<file path="config.mk">
export PLATFORM = sky130hd
export DESIGN_NAME = spi_flash_reader
export DESIGN_NICKNAME = d
export VERILOG_FILES = /design/src/rtl/spi_flash_reader_pkg.sv /design/src/rtl/spi_sck_divider.sv /design/src/rtl/spi_flash_reader.sv
export SDC_FILE = /design/constraint.sdc
export NUM_CORES = 1
export LEC_CHECK = 0
export BUFFER_PORTS_ARGS = -buffer_cell sky130_fd_sc_hd__buf_2
export CORE_AREA = 8 8 128 71
export CTS_BUF_LIST = sky130_fd_sc_hd__clkbuf_8 sky130_fd_sc_hd__clkbuf_16
export DETAILED_ROUTE_END_ITERATION = 10
export DIE_AREA = 0 0 136 79
export PLACE_DENSITY = 0.74
export SETUP_SLACK_MARGIN = 0.15
export SLEW_MARGIN = 20
export SYNTH_ARGS = -nofsm -noshare
export SYNTH_HDL_FRONTEND = slang
export SYNTH_SLANG_ARGS = --single-unit
</file>
<file path="constraint.sdc">
create_clock -name clk -period 4.25 [get_ports clk]
set_clock_uncertainty 0.1 [all_clocks]
set_input_delay 0.425 -clock clk [delete_from_list [all_inputs] [get_ports clk]]
set_output_delay 0.425 -clock clk [all_outputs]
set_load 0.02 [all_outputs]
</file>
<file path="src/rtl/spi_flash_reader_pkg.sv">
// spi_flash_reader_pkg: flash opcodes, image defaults and reader FSM state encoding.
package spi_flash_reader_pkg;
    localparam logic [7:0]  OP_READ              = 8'h03;
    localparam logic [7:0]  OP_FAST_READ         = 8'h0B;
    localparam logic [23:0] DEF_FLASH_START_ADDR = 24'h0B0000;
    localparam logic [23:0] DEF_BYTE_COUNT       = 24'h0D700;
    typedef enum logic [2:0] {
        S_IDLE,
        S_CMD,
        S_ADDR,
        S_DUMMY,
        S_DATA,
        S_FLUSH,
        S_DONE
    } state_t;
endpackage

</file>
<file path="src/rtl/spi_sck_divider.sv">
// spi_sck_divider: mode-0 SCK generator with CLK_DIV-cycle half periods, edge strobes
// and a hold input that parks SCK low at the end of its low phase.
module spi_sck_divider #(
    parameter int CLK_DIV = 4
) (
    input  logic clk,
    input  logic reset_b,
    input  logic en,
    input  logic hold,
    output logic sck,
    output logic rise,
    output logic fall,
    output logic low_done
);
    localparam int CW = $clog2(CLK_DIV);

    logic [CW-1:0] cnt_q, cnt_d;
    logic          sck_q, sck_d;
    logic          last;

    always_comb begin
        last     = cnt_q == CW'(CLK_DIV - 1);
        low_done = en && !sck_q && last;
        rise     = low_done && !hold;
        fall     = en && sck_q && last;
        sck_d    = en && (rise || (sck_q && !fall));
        cnt_d    = (!en || rise || fall) ? '0 : last ? cnt_q : cnt_q + CW'(1);
    end

    always_ff @(posedge clk or negedge reset_b) begin
        if (!reset_b) begin
            cnt_q <= '0;
            sck_q <= 1'b0;
        end else begin
            cnt_q <= cnt_d;
            sck_q <= sck_d;
        end
    end

    assign sck = sck_q;
endmodule

</file>
<file path="src/rtl/spi_flash_reader.sv">
// spi_flash_reader: streams BYTE_COUNT bytes from SPI flash into a valid/ready byte port.
// Define FLASH_FAST_READ_EN to use FAST READ (0x0B) with 8 dummy clocks instead of READ (0x03).
module spi_flash_reader
    import spi_flash_reader_pkg::*;
#(
    parameter logic [23:0] FLASH_START_ADDR = DEF_FLASH_START_ADDR,
    parameter logic [23:0] BYTE_COUNT       = DEF_BYTE_COUNT,
    parameter int          CLK_DIV          = 4
) (
    input  logic       clk,
    input  logic       reset_b,
    input  logic       start,
    output logic       busy,
    output logic       done,
    output logic       flash_SCK,
    output logic       flash_SSEL,
    output logic       flash_MOSI,
    input  logic       flash_MISO,
    output logic       byte_valid,
    output logic [7:0] byte_data,
    input  logic       byte_ready
);
`ifdef FLASH_FAST_READ_EN
    localparam logic [7:0] OPCODE   = OP_FAST_READ;
    localparam state_t     HDR_NEXT = S_DUMMY;
`else
    localparam logic [7:0] OPCODE   = OP_READ;
    localparam state_t     HDR_NEXT = S_DATA;
`endif

    state_t      state_q, state_d;
    logic [4:0]  bit_q, bit_d;
    logic [23:0] rem_q, rem_d;
    logic [31:0] tx_q, tx_d;
    logic [6:0]  rx_q, rx_d;
    logic [7:0]  data_q, data_d;
    logic        mosi_q, mosi_d, ssel_q, ssel_d, busy_q, busy_d;
    logic        done_q, done_d, valid_q, valid_d;
    logic        sck_en, sck_hold, sck_rise, sck_fall, sck_low_done, load;

    assign sck_en   = state_q inside {S_CMD, S_ADDR, S_DUMMY, S_DATA};
    // Park SCK before the 8th edge while the holding byte is unconsumed, and after the last byte.
    assign sck_hold = (state_q == S_DATA) &&
                      (rem_q == '0 || (bit_q == 5'd7 && valid_q && !byte_ready));

    spi_sck_divider #(.CLK_DIV(CLK_DIV)) u_div (
        .clk      (clk),
        .reset_b  (reset_b),
        .en       (sck_en),
        .hold     (sck_hold),
        .sck      (flash_SCK),
        .rise     (sck_rise),
        .fall     (sck_fall),
        .low_done (sck_low_done)
    );

    always_comb begin
        state_d = state_q;
        bit_d   = bit_q;
        rem_d   = rem_q;
        tx_d    = tx_q;
        rx_d    = rx_q;
        mosi_d  = mosi_q;
        ssel_d  = ssel_q;
        busy_d  = busy_q;
        done_d  = 1'b0;
        load    = (state_q == S_DATA) && sck_rise && (bit_q == 5'd7);
        valid_d = load || (valid_q && !byte_ready);
        data_d  = load ? {rx_q, flash_MISO} : data_q;
        if (sck_fall) begin
            tx_d   = {tx_q[30:0], 1'b0};
            mosi_d = tx_q[30];
        end
        if (sck_rise) rx_d = {rx_q[5:0], flash_MISO};
        case (state_q)
            S_IDLE: if (start) begin
                busy_d = 1'b1;
                if (BYTE_COUNT == '0) state_d = S_DONE;
                else begin
                    state_d = S_CMD;
                    ssel_d  = 1'b0;
                    tx_d    = {OPCODE, FLASH_START_ADDR};
                    mosi_d  = OPCODE[7];
                    rem_d   = BYTE_COUNT;
                    bit_d   = '0;
                end
            end
            S_CMD: if (sck_rise) begin
                bit_d   = (bit_q == 5'd7) ? '0 : bit_q + 5'd1;
                state_d = (bit_q == 5'd7) ? S_ADDR : S_CMD;
            end
            S_ADDR: if (sck_rise) begin
                bit_d   = (bit_q == 5'd23) ? '0 : bit_q + 5'd1;
                state_d = (bit_q == 5'd23) ? HDR_NEXT : S_ADDR;
            end
`ifdef FLASH_FAST_READ_EN
            S_DUMMY: if (sck_rise) begin
                bit_d   = (bit_q == 5'd7) ? '0 : bit_q + 5'd1;
                state_d = (bit_q == 5'd7) ? S_DATA : S_DUMMY;
            end
`endif
            S_DATA: begin
                if (sck_rise) bit_d = (bit_q == 5'd7) ? '0 : bit_q + 5'd1;
                if (load) rem_d = rem_q - 24'd1;
                if (rem_q == '0 && sck_low_done) begin
                    ssel_d  = 1'b1;
                    state_d = S_FLUSH;
                end
            end
            S_FLUSH: if (!valid_q || byte_ready) state_d = S_DONE;
            S_DONE: begin
                done_d  = 1'b1;
                busy_d  = 1'b0;
                state_d = S_IDLE;
            end
            default: state_d = S_IDLE;
        endcase
    end

    always_ff @(posedge clk or negedge reset_b) begin
        if (!reset_b) begin
            state_q <= S_IDLE;
            bit_q   <= '0;
            rem_q   <= '0;
            tx_q    <= '0;
            rx_q    <= '0;
            data_q  <= '0;
            mosi_q  <= 1'b0;
            ssel_q  <= 1'b1;
            busy_q  <= 1'b0;
            done_q  <= 1'b0;
            valid_q <= 1'b0;
        end else begin
            state_q <= state_d;
            bit_q   <= bit_d;
            rem_q   <= rem_d;
            tx_q    <= tx_d;
            rx_q    <= rx_d;
            data_q  <= data_d;
            mosi_q  <= mosi_d;
            ssel_q  <= ssel_d;
            busy_q  <= busy_d;
            done_q  <= done_d;
            valid_q <= valid_d;
        end
    end

    assign busy       = busy_q;
    assign done       = done_q;
    assign flash_SSEL = ssel_q;
    assign flash_MOSI = mosi_q;
    assign byte_valid = valid_q;
    assign byte_data  = data_q;
endmodule

</file>
Word-level counts from Yosys, hierarchy flattened. Index checks and enable logic that the tools add are counted.

Bits in registers: 87. Bits of input ports: 5.

Add/subtract/negate cells: 3. Equality and inequality tests: 17. Muxes and demuxes: 31. Reduce and logical (&&, ||, !) cells: 38.

Operators by type and width (number): two-way mux 32 bit (3); two-way mux 24 bit (2); one-hot mux 24 bit (2 select lines) (1); two-way mux 5 bit (5); zero test 24 bit (1); subtractor 24 x 1 -> 24 bit, second input constant (1); two-way mux 3 bit (6); one-hot mux 3 bit (5 select lines) (1); one-hot mux 5 bit (3 select lines) (1); logical AND 1 bit (14); inequality test 2 bit, second input constant (6); == test 3 bit, second input constant (3); two-way mux 1 bit (7); == test 3 x 2 -> 1 bit, second input constant (2); zero test 1 bit (6); logical OR 1 bit (6); two-way mux 2 bit (3); AND reduction 3 bit (2); adder 5 x 1 -> 5 bit, second input constant (1); == test 5 x 3 -> 1 bit, second input constant (1); == test 5 bit, second input constant (1); AND reduction 5 bit (1); inequality test 2 x 1 -> 1 bit, second input constant (2); one-hot mux 1 bit (2 select lines) (2); 10 further kinds (11).

Depth between registers and ports, before layout.
Word-level depth: 11. Mapped depth: 8.

Hierarchy. Synthesis repeated with hierarchy kept, for this count alone.

Cells, all modules: 404. Area, all modules: 4146.5 µm².

Modules (own cells, without submodules): spi_flash_reader (instances 1, cells an instance 386, area each 3972.6 µm², seq. area each 2078.2 µm²); spi_sck_divider (instances 1, cells an instance 18, area each 173.9 µm², seq. area each 75.1 µm²).

Worst setup path after synthesis. OpenSTA, ideal clock, no wires.

Kind: register to register. From: register rem_q[0]. To: register rx_q[0]. Setup time: 0.125 ns. Arrival: 2.143 ns. Data required time: 4.025 ns. Path slack: 1.882 ns. Cell stages (with the launch flop): 8. Clock period less this slack: 2.368 ns. Path through: dfrtp_1 -> inv_1 -> ha_1 -> nor4b_1 -> nand4bb_4 -> or2_4 -> a31oi_4 -> mux2_2.

Cells in the longest elaborated chain, start to end: 5.

RTL lines: start: declaration (RTL line spi_flash_reader.sv:33) `logic [23:0] rem_q, rem_d;`; start signal: assignment (RTL line spi_flash_reader.sv:136) `rem_q <= rem_d;`; zero test 24 bit (RTL line spi_flash_reader.sv:44) `(rem_q == '0 || (bit_q == 5'd7 && valid_q && !byte_ready));`; logical OR 1 bit (RTL line spi_flash_reader.sv:44); logical AND 1 bit (RTL line spi_flash_reader.sv:43) `assign sck_hold = (state_q == S_DATA) &&`; zero test 1 bit (RTL line spi_sck_divider.sv:24) `rise = low_done && !hold;`; logical AND 1 bit (RTL line spi_sck_divider.sv:24); end signal: assignment (RTL line spi_flash_reader.sv:138) `rx_q <= rx_d;`; end: declaration (RTL line spi_flash_reader.sv:35) `logic [6:0] rx_q, rx_d;`.

No other way between the ends. A chain may end at the register's enable or synchronous reset.

Worst setup path in the final report.
From: register rem_q[5]. To: register rem_q[19].

Cells in the longest elaborated chain, start to end: 9. Elaborated cells between the ends (all ways): 12.

RTL lines: parallel branches: the longest is 9 deep, another holds subtractor 24 x 1 -> 24 bit.

Several ways; the timed one is not identified. The select of a mux whose other input is x is not followed.

==> impl_metrics.yaml <==
outcome:
  outcome: "finished, final reports clean"
worst_hold_path:
  hold_path.class: "in2async"
worst_setup_path:
  critPathMaxFanout: 21
  startpoint_type: "flip-flop"
  crit_required_ns: 4.37
  cp.arrival_ns: 3.29
  worst_r2r_path_depth: 6
  rr_startpoint: "rem_q[5]"
  crit_type: "reg2reg"
  rrSetupSlack_ns: 1.08
  worst_setup_path_end_kind: "flip-flop"
  reg2reg_to: "rem_q[19]"
clock_network:
  cts_tree: "built"
  cts_num_sinks: 86
  postCtsSetupBuffers: 0
  cts_root_buf: "clkbuf_16"
  cts_max_path_buffers: 2
  cts.clk_slew.worst_paths_ns: 0.06
  h-tree-depth: 3
  numCtsBuffers: 9
  cts_resized: 0
  clk_latency_ns: 0.34
  hold_buffers: 0
logic_synthesis:
  async_flop_share: 1.00
  synth_cell_types: 63
  syn_area_mm2: 0.00421
  ys_top_cells_by_area: "dfrtp_1 50%, nand2_1 7.2%, a21oi_1 4.8%"
  ys_ff_latch: 86
  synth_top_family_by_area: "simple AND/OR/NAND/NOR gates"
  synth_fa_ha_area_frac: 0.0119
  ys.flop_type: "dfrtp_1"
  syn_inst: 427
  synth-compound-area-share: 0.176
  synth_edf_count: 0
  syn-num-nets: 436
  synth.top_cell.area_share: 0.505
  yosys_warnings: 0
  synth_mux_area_frac: 0.0502
  yosysTopAreaCell: "dfrtp_1"
  synth-xor-area-share: 0.00416
  postSynthAreaPerCell_um2: 9.87
  ys_seq_area_frac: 0.511
  yosys.area_share.simple: 0.223
routing:
  vias: 3259
  drt_iter0_drc: 230
  wl_per_cell_um: 16.0
  viasPerCell: 5.98
  dr.pass1.iters: 5
  finalWirelength_um: 8740
  ant_nets: 0
  drc_errors: 0
placed_design:
  place_congestion: 0.861
  port_buffers: 18
  hpwl_um: 5900
flow_run:
  cap_violations: 0
power:
  comb_power_share: 0.249
  power_per_cell_area_mw_per_mm2: 559
  swShare: 0.328
  power_frac_seq: 0.445
  power.switching_uw: 860
  ir_drop_mv: 0.287
  pwr-share-clk: 0.306
  p_int_uw: 1760
  power.leakage_uw: 0.00224
  power_uw: 2620
cells_and_area:
  area_growth_pct: 11.3
  final_nets: 449
  drive_gt1_frac: 0.175
  layout_common_cells: "85 x dfrtp_1, 81 x nand2_1, 40 x a21oi_1"
  final_common_cell: "dfrtp_1"
  diodes: 0
sta:
  worst_pin_slew_ns: 1.05
  rsz0062_at_grt: "false"
  period_minus_slack_ns: 3.17
  setup_viol: 0
  slew_headroom: 0.298
  hold_viol: 0
  fin_setup_tns_ns: 0
  max_freq_mhz: 315
  fin_crit_sh: 0.746
  drv_slew: 0
grt:
  track_usage: 0.169
  antenna_found_initial: 0
  grt_max_degree: 58
  grt_pass1_vias: 2921
  overflow: 0
  grt_pass1_wl_um: 14600
floorplanning:
  fp.dieH_um: 79
  rows: 23
  start_util: 0.563
  core_mm2: 0.00748
  pin_count: 19
  die_w_um: 136
  dieArea_mm2: 0.0107
-- cells in the mapped netlist (2+ instances only) --
cell type / number
or3_2: 3
nand3b_1: 2
nor2b_1: 4
nor3_1: 9
a21o_1: 14
or4_1: 7
nand2_1: 81
mux2_2: 17
nand2b_1: 5
buf_2: 6
nand4b_1: 3
or4_4: 2
inv_1: 5
or3_1: 3
o31ai_1: 9
mux2i_1: 2
and3_1: 2
o21ai_0: 19
or2_2: 6
nand3_1: 17
nor4b_1: 2
nor3b_1: 3
nor2_1: 15
nor4_1: 4
clkbuf_1: 13
a21oi_1: 40
and2_1: 4
o21a_1: 2
o311a_1: 2
o21ai_1: 2
a22o_1: 2
o41ai_1: 3
a2bb2oi_1: 2
dfrtp_1: 85
ha_1: 4
-- worst max-delay path, cell delays in order, from the launching register on --
cell	delay [ns]
dfrtp_1	0.44
nor4_1	0.40
nand4b_1	0.56
o21ai_2	1.00
buf_4	0.31
a21oi_1	0.06
a21o_1	0.18
-- routing by layer --
| metal | GRT usage | up-vias | wire length, µm |
|---|---|---|---|
| met3 | 0.0491 | 5 | 515 |
| li1 | - | 1571 | - |
| met4 | 0.0479 | 0 | 56 |
| met5 | 0 | - | 0 |
| met2 | 0.236 | 85 | 3710 |
| met1 | 0.250 | 1598 | 4460 |
-- power by group through the flow --
stage | registers (µW) | clock network (µW) | logic [µW]
after global routing | 1200 | 849 | 739
after detailed placement | 1180 | 0 | 650
final | 1170 | 802 | 653
after floorplan | 1130 | 0 | 524
after CTS | 1160 | 819 | 653
after global placement | 1170 | 0 | 620
-- state kept, by name, indices dropped and copies added (netlist names) --
| register | flops |
|---|---|
| bit_q | 5 |
| flash_SSEL | 1 |
| byte_data | 8 |
| byte_valid | 1 |
| u_div.sck | 1 |
| done | 1 |
| state_q | 3 |
| flash_MOSI | 1 |
| rem_q | 24 |
| u_div.cnt_q | 2 |
| rx_q | 7 |
| tx_q | 31 |
| busy | 1 |
-- final cells by class --
type | instances | area (µm²)
Clock buffer | 10 | 239
Timing Repair Buffer | 22 | 123
Multi-Input combinational cell | 316 | 1960
Tap cell | 100 | 125
Sequential cell | 86 | 2150
Fill cell | 613 | 2790
Inverter | 5 | 18.8
Clock inverter | 6 | 68.8
-- worst max-delay path by stage --
stage	from	endpoint	slack (ns)	cells after the start
2_1_floorplan	rem_q[0]	rx_q[0]	1.88	7
3_3_place_gp	rem_q[5]	rem_q[16]	1.27	6
3_5_place_dp	rem_q[5]	rem_q[16]	1.14	6
4_1_cts	rem_q[5]	rem_q[19]	1.11	6
5_1_grt	rem_q[5]	rem_q[16]	0.89	6
6_report	rem_q[5]	rem_q[19]	1.08	6
-- per-stage QoR --
stage / hold slack, ns / instances / util / setup slack (ns) / area [µm²]
4_1_cts: 0.0707 / 545 / 0.626 / 1.11 / 4690
3_5_place_dp: 0.384 / 529 / 0.585 / 1.14 / 4380
6_report: 0.0374 / 545 / 0.627 / 1.08 / 4690
5_1_grt: 0.110 / 545 / 0.627 / 0.886 / 4690
2_1_floorplan: 0.0294 / 427 / - / 1.88 / 4210
3_3_place_gp: 0.374 / 529 / 0.585 / 1.27 / 4380
-- cell families after synthesis --
logic type / after synthesis
AOI/OAI and AO/OA: 111
xor gates and xnor gates: 2
adders and majority gates: 4
buffers and inverters: 25
DFF: 86
muxes: 19
and+or+nand+nor: 180
No activity file was read; power rests on OpenSTA's default activity.
